### src/rtl/reset_sequencer_pkg.sv
// Shared definitions for the SoC reset sequencer: controller states, reset-cause codes
// and a counter-width helper.
package reset_sequencer_pkg;

    typedef enum logic [1:0] {
        ST_ASSERT  = 2'd0,
        ST_HOLD    = 2'd1,
        ST_RELEASE = 2'd2,
        ST_RUN     = 2'd3
    } state_e;

    typedef enum logic [1:0] {
        CAUSE_POR        = 2'd0,
        CAUSE_READY_LOSS = 2'd1,
        CAUSE_BUTTON     = 2'd2
    } cause_e;

    // Width of a counter that must hold values 0..maxVal without wrapping.
    function automatic int ctrWidth(input int maxVal);
        return (maxVal < 1) ? 1 : $clog2(maxVal + 1);
    endfunction

endpackage

### src/rtl/sync_2ff.sv
// Two-stage synchroniser with synchronous active-high reset; bring async
// ready/button levels into the clk domain.
module sync_2ff #(
    parameter int WIDTH = 1
) (
    input  logic             clk_i,
    input  logic             rst_i,
    input  logic [WIDTH-1:0] d_i,
    output logic [WIDTH-1:0] q_o
);

    logic [WIDTH-1:0] stage1_q;
    logic [WIDTH-1:0] stage2_q;

    always_ff @(posedge clk_i) begin
        if (rst_i) begin
            stage1_q <= '0;
            stage2_q <= '0;
        end else begin
            stage1_q <= d_i;
            stage2_q <= stage1_q;
        end
    end

    assign q_o = stage2_q;

endmodule

### src/rtl/reset_sequencer.sv
// SoC reset controller: waits for all ready inputs to be stable, releases reset
// domains in ascending staggered order, and aborts on ready loss or button press.
module reset_sequencer
    import reset_sequencer_pkg::*;
#(
    parameter int CLK_FREQ        = 20_250_000,
    parameter int NUM_READY       = 1,
    parameter int NUM_OUTPUTS     = 2,
    parameter int HOLD_CYCLES     = 1024,
    parameter int STAGGER_CYCLES  = 16,
    parameter int DEBOUNCE_CYCLES = 202_500,
    parameter int BTN_ACTIVE_LOW  = 1
) (
    input  logic                   clk,
    input  logic                   rst,
    input  logic [NUM_READY-1:0]   ready_in,
    input  logic                   btn,
    output logic [NUM_OUTPUTS-1:0] rst_out,
    output logic                   all_released,
    output logic [1:0]             cause
);

    localparam int CntMax = (HOLD_CYCLES > STAGGER_CYCLES) ? HOLD_CYCLES - 1 : STAGGER_CYCLES - 1;
    localparam int CW     = ctrWidth(CntMax);
    localparam int DW     = ctrWidth(DEBOUNCE_CYCLES - 1);

    if (CLK_FREQ < 1 || NUM_READY < 1 || NUM_OUTPUTS < 1 || HOLD_CYCLES < 1 ||
        STAGGER_CYCLES < 1 || DEBOUNCE_CYCLES < 2) begin : g_bad_params
        $error("reset_sequencer: parameter out of range");
    end

    logic [NUM_READY-1:0]   readySync;
    logic                   btnSync;
    logic                   readyOk;
    logic                   btnActive;
    logic                   press;
    logic [DW-1:0]          dbCnt_q;
    logic                   armed_q;
    state_e                 state_q;
    cause_e                 cause_q;
    logic [CW-1:0]          cnt_q;
    logic [NUM_OUTPUTS-1:0] rstOut_q;
    logic                   allRel_q;
    logic [NUM_OUTPUTS-1:0] relNext;

    sync_2ff #(.WIDTH(NUM_READY)) uReadySync (
        .clk_i (clk),
        .rst_i (rst),
        .d_i   (ready_in),
        .q_o   (readySync)
    );

    sync_2ff #(.WIDTH(1)) uBtnSync (
        .clk_i (clk),
        .rst_i (rst),
        .d_i   (btn),
        .q_o   (btnSync)
    );

    assign readyOk   = &readySync;
    assign btnActive = (BTN_ACTIVE_LOW != 0) ? ~btnSync : btnSync;
    assign press     = armed_q && (dbCnt_q == DW'(DEBOUNCE_CYCLES - 1));
    assign relNext   = rstOut_q << 1;

    // Debounce starts disarmed so the all-zero sync flops after reset cannot fake a press.
    always_ff @(posedge clk) begin
        if (rst) begin
            dbCnt_q <= '0;
            armed_q <= 1'b0;
        end else if (!btnActive) begin
            dbCnt_q <= '0;
            armed_q <= 1'b1;
        end else begin
            if (dbCnt_q != DW'(DEBOUNCE_CYCLES - 1)) begin
                dbCnt_q <= dbCnt_q + DW'(1);
            end
            if (press) begin
                armed_q <= 1'b0;
            end
        end
    end

    always_ff @(posedge clk) begin
        if (rst) begin
            state_q  <= ST_ASSERT;
            cause_q  <= CAUSE_POR;
            cnt_q    <= '0;
            rstOut_q <= '1;
            allRel_q <= 1'b0;
        end else begin
            case (state_q)
                ST_ASSERT: begin
                    rstOut_q <= '1;
                    allRel_q <= 1'b0;
                    cnt_q    <= '0;
                    if (readyOk) begin
                        state_q <= ST_HOLD;
                    end
                end
                ST_HOLD: begin
                    if (!readyOk || press) begin
                        state_q <= ST_ASSERT;
                        cnt_q   <= '0;
                        if (readyOk) begin
                            cause_q <= CAUSE_BUTTON;
                        end
                    end else if (cnt_q == CW'(HOLD_CYCLES - 1)) begin
                        cnt_q    <= '0;
                        rstOut_q <= relNext;
                        if (relNext == '0) begin
                            state_q  <= ST_RUN;
                            allRel_q <= 1'b1;
                        end else begin
                            state_q <= ST_RELEASE;
                        end
                    end else begin
                        cnt_q <= cnt_q + CW'(1);
                    end
                end
                ST_RELEASE, ST_RUN: begin
                    // Ready loss has priority over a press on the same edge.
                    if (!readyOk || press) begin
                        state_q  <= ST_ASSERT;
                        cnt_q    <= '0;
                        rstOut_q <= '1;
                        allRel_q <= 1'b0;
                        cause_q  <= readyOk ? CAUSE_BUTTON : CAUSE_READY_LOSS;
                    end else if (state_q == ST_RELEASE) begin
                        if (cnt_q == CW'(STAGGER_CYCLES - 1)) begin
                            cnt_q    <= '0;
                            rstOut_q <= relNext;
                            if (relNext == '0) begin
                                state_q  <= ST_RUN;
                                allRel_q <= 1'b1;
                            end
                        end else begin
                            cnt_q <= cnt_q + CW'(1);
                        end
                    end
                end
                default: begin
                    state_q <= ST_ASSERT;
                end
            endcase
        end
    end

    assign rst_out      = rstOut_q;
    assign all_released = allRel_q;
    assign cause        = cause_q;

endmodule

### config.mk
export PLATFORM = sky130hd
export DESIGN_NAME = reset_sequencer
export DESIGN_NICKNAME = d
export VERILOG_FILES = /design/src/rtl/reset_sequencer_pkg.sv /design/src/rtl/sync_2ff.sv /design/src/rtl/reset_sequencer.sv
export SDC_FILE = /design/constraint.sdc
export NUM_CORES = 1
export LEC_CHECK = 0
export BUFFER_PORTS_ARGS = -buffer_cell sky130_fd_sc_hd__buf_2
export CAP_MARGIN = 25
export CELL_PAD_IN_SITES_DETAIL_PLACEMENT = 1
export CELL_PAD_IN_SITES_GLOBAL_PLACEMENT = 2
export CORE_MARGIN = 10
export CORE_UTILIZATION = 37
export DETAILED_ROUTE_END_ITERATION = 16
export PLACE_DENSITY = 0.85
export REMOVE_ABC_BUFFERS = 1
export SLEW_MARGIN = 20
export SYNTH_ARGS = -nofsm -noshare
export SYNTH_HDL_FRONTEND = slang
export SYNTH_SLANG_ARGS = --single-unit
### constraint.sdc
create_clock -name clk -period 2.4 [get_ports clk]
set_input_delay 0.48 -clock clk [delete_from_list [all_inputs] [get_ports clk]]
set_output_delay 0.48 -clock clk [all_outputs]
set_load 0.01 [all_outputs]
==> metrics.txt <==
CTS tree=done; Starting Density=a little under two fifths; total power=1.18 mW; WP data arrival=2220 ps; crit-path max FO=14; Post-synth EDFFs=0; Mapped Area=1900 um2; Slew @ Worst Pin=505 ps; Yosys cell types=45; worst r2r dst=cnt_q[7]; Worst path slowest cell=or4_1; adder-cell share of the synthesized area=1.32%; post-synthesis mux area share=1.58%; critical path class=flop to flop; main combinational cell family by area after synthesis=simple AND/OR/NAND/NOR gates; GPL Wtd Cong=0.720; Pins Over Slew Limit=0; Clock power frac=39.0%; Worst Skew=4.71 ps; Min Hold Slack=406 ps; pwr/cell area=approximately 570 nW/um2; P&R area growth vs syn=9.23%; CTS root buf=clkbuf_8; Worst slew margin=between 60% and 70%; final hold vios=0; Die Ht=just over 90 um; register area=801 um2; CP endpoint=cnt_q[7]; part of the power in registers=58.0%; Cell Rows=26; Max VDD drop=0.243 mV; IO Count=9; die area=around 8400 um2; CTS Buffer Depth=2; top cells by area, synth=dfxtp_1, nor2_1, a21oi_1; Final Setup Violations=0; Num CTS Buffers=5; sw power=254 uW; global-route wire length before repair=approximately 7300 um; initial antenna violation count=0; design area=between 2000 and 2500 um2; Synth Area in Simple Gates=29.2%; Routed WL=about 4000 um; total number of vias=1575; proportion of layout cells with a drive suffix above 1=12.1%; number of gates resized after CTS=0; post-CTS setup buffer count=0; Synth async-reset ratio=0%; post-synthesis compound-gate area fraction=roughly 15%; Iter 0 DRT Violations=67; RSZ-0062 raised after global routing=false; Final nets=around 230; hold buffers post-CTS=0; clk sinks=40; DR vias/cell=5.36; Detail Route Antenna Nets=0; status=finished, final reports clean; area share of xor/xnor cells in the synthesized design=6.93%; Yosys top cell area share=42.2%; Buffers on Ports=8; startpoint types=flop; Synth area leader=dfxtp_1; Final TNS setup=0 ps; sw frac=21.6%; hold crit path type=input pin to flop; worst setup path start=dbCnt_q[0]; Avg Cell Area, Syn=8.78 um2; Synth top cells by count=dfxtp_1, nor2_1, a21oi_1; R2R depth=6; DRC viols=0; Comb power frac=3.0%; CP cell instances=ha_1 > nor4b_2 > and3b_2 > a21oi_2 > or4_1 > a21oi_1; slowest cell delay on critical path=between 400 and 500 ps; router iterations before antenna repair=4; GRT Util Overall=10.3%; worst r2r src=dbCnt_q[0]; WP data required=approximately 2600 ps; Ant. Diodes=0; setup slack, reg-to-reg=roughly 400 ps; clock-pin transition on the worst setup and hold timing paths=around 80 ps; H-tree depth=2; CP Capture Type=flop; main flop type after synthesis=dfxtp_1; largest net degree at the start of global routing=19; Max Freq=501 MHz; multi-input logic area=between 1000 and 1500 um2; period utilization=83.2%; Core Region=5040 um2; vias in the first global route=1595; Yosys warnings=0; total grt overflow=0; Period minus WS final=2000 ps; Syn Inst Count=between 200 and 250; fillers=approximately 610; Yosys reg bits=40; Die Wd=91.6 um; Placed Area=1980 um2; Routed WL per cell=13.7 um; Int Power=921 uW; dpl hpwl=2860 um; Clock Latency Late Sink=290 ps; maxcap violations=0; post-synthesis sequential area ratio=between 40% and 50%; P_leak=about 0.70 nW; count leader, synth=dfxtp_1
[how the worst min path moves through the flow]
stage / from / to / slack (ps) / cells after the start
final: ready_in / uReadySync.stage1_q / 410 / 2
after global routing: ready_in / uReadySync.stage1_q / 420 / 2
after CTS: ready_in / uReadySync.stage1_q / 390 / 2
after detailed placement: uBtnSync.stage1_q / uBtnSync.q_o / 430 / 1
after global placement: uBtnSync.stage1_q / uBtnSync.q_o / 420 / 1
after floorplan: uBtnSync.stage1_q / uBtnSync.q_o / 410 / 1
[routing by layer]
layer	vias to the layer above	part of all wire, %	global-route usage [%]
met2	15	45	16.2
li1	787	-	-
met4	0	1.3	4.31
met1	769	50	12.9
met5	-	0	0
met3	4	3.3	2.80
[placed cells by master, fill, tap and decap left out, types with 2 or more instances in the layout]
cell type,n
clkbuf_8,6
o21ai_0,13
or2_2,2
nand3_1,12
xnor2_1,5
nor4b_2,2
o31ai_1,2
dfxtp_1,40
buf_2,8
and3_1,2
nor2b_1,6
a211oi_1,4
and4_1,4
nor2_1,27
a21oi_1,18
or4_1,3
nand4_1,5
clkbuf_1,2
nor3_1,2
inv_1,6
or3_1,7
nand2_1,13
mux2i_1,3
ha_1,2
nand3b_1,2
o21bai_1,2
xor2_1,10
[cell families after synthesis]
| logic type | after synthesis |
|---|---|
| simple gates | 94 |
| compound gates | 48 |
| flops | 40 |
| xor+xnor | 15 |
| buf+inv | 14 |
| mux | 3 |
| fa+ha+maj | 2 |
[layout make-up]
type	instances	area share, %
multi-input combinational	162	49.8
sequential	40	38.6
clock buffer	8	4.35
tap	70	4.23
timing repair buffer	8	1.93
inverter	6	1.09
[worst max-delay path, delay by kind of cell (launching register included)]
family / cells / cell delay, ps
compound gates: 2 / 300
flops: 1 / 390
simple gates: 3 / 1000
fa+ha+maj: 1 / 230
[power by group through the flow]
stage / sequential (mW) / combinational, mW / clock (mW)
finish: 0.682 / 0.0356 / 0.458
global placement: 0.697 / 0.0356 / 0
CTS: 0.682 / 0.0366 / 0.477
global route: 0.684 / 0.0414 / 0.505
floorplan: 0.695 / 0.0237 / 0
detailed placement: 0.698 / 0.0363 / 0
[stage by stage]
step           setup slack [ps]  std cells  utilization (%)
6_report                    404        294             41.1
5_1_grt                     200        294             41.1
4_1_cts                     385        294             41.1
3_5_place_dp                426        286             39.3
3_3_place_gp                467        286             39.3
2_1_floorplan               610        208                -
[flip-flops by register name, indices dropped and copies added (netlist names)]
register	flops
rst_out	2
cause	2
cnt_q	10
uBtnSync.q_o	1
uBtnSync.stage1_q	1
uReadySync.q_o	1
uReadySync.stage1_q	1
dbCnt_q	18
armed_q	1
state_q	2
all_released	1
Power figures use the tool's default switching activity.
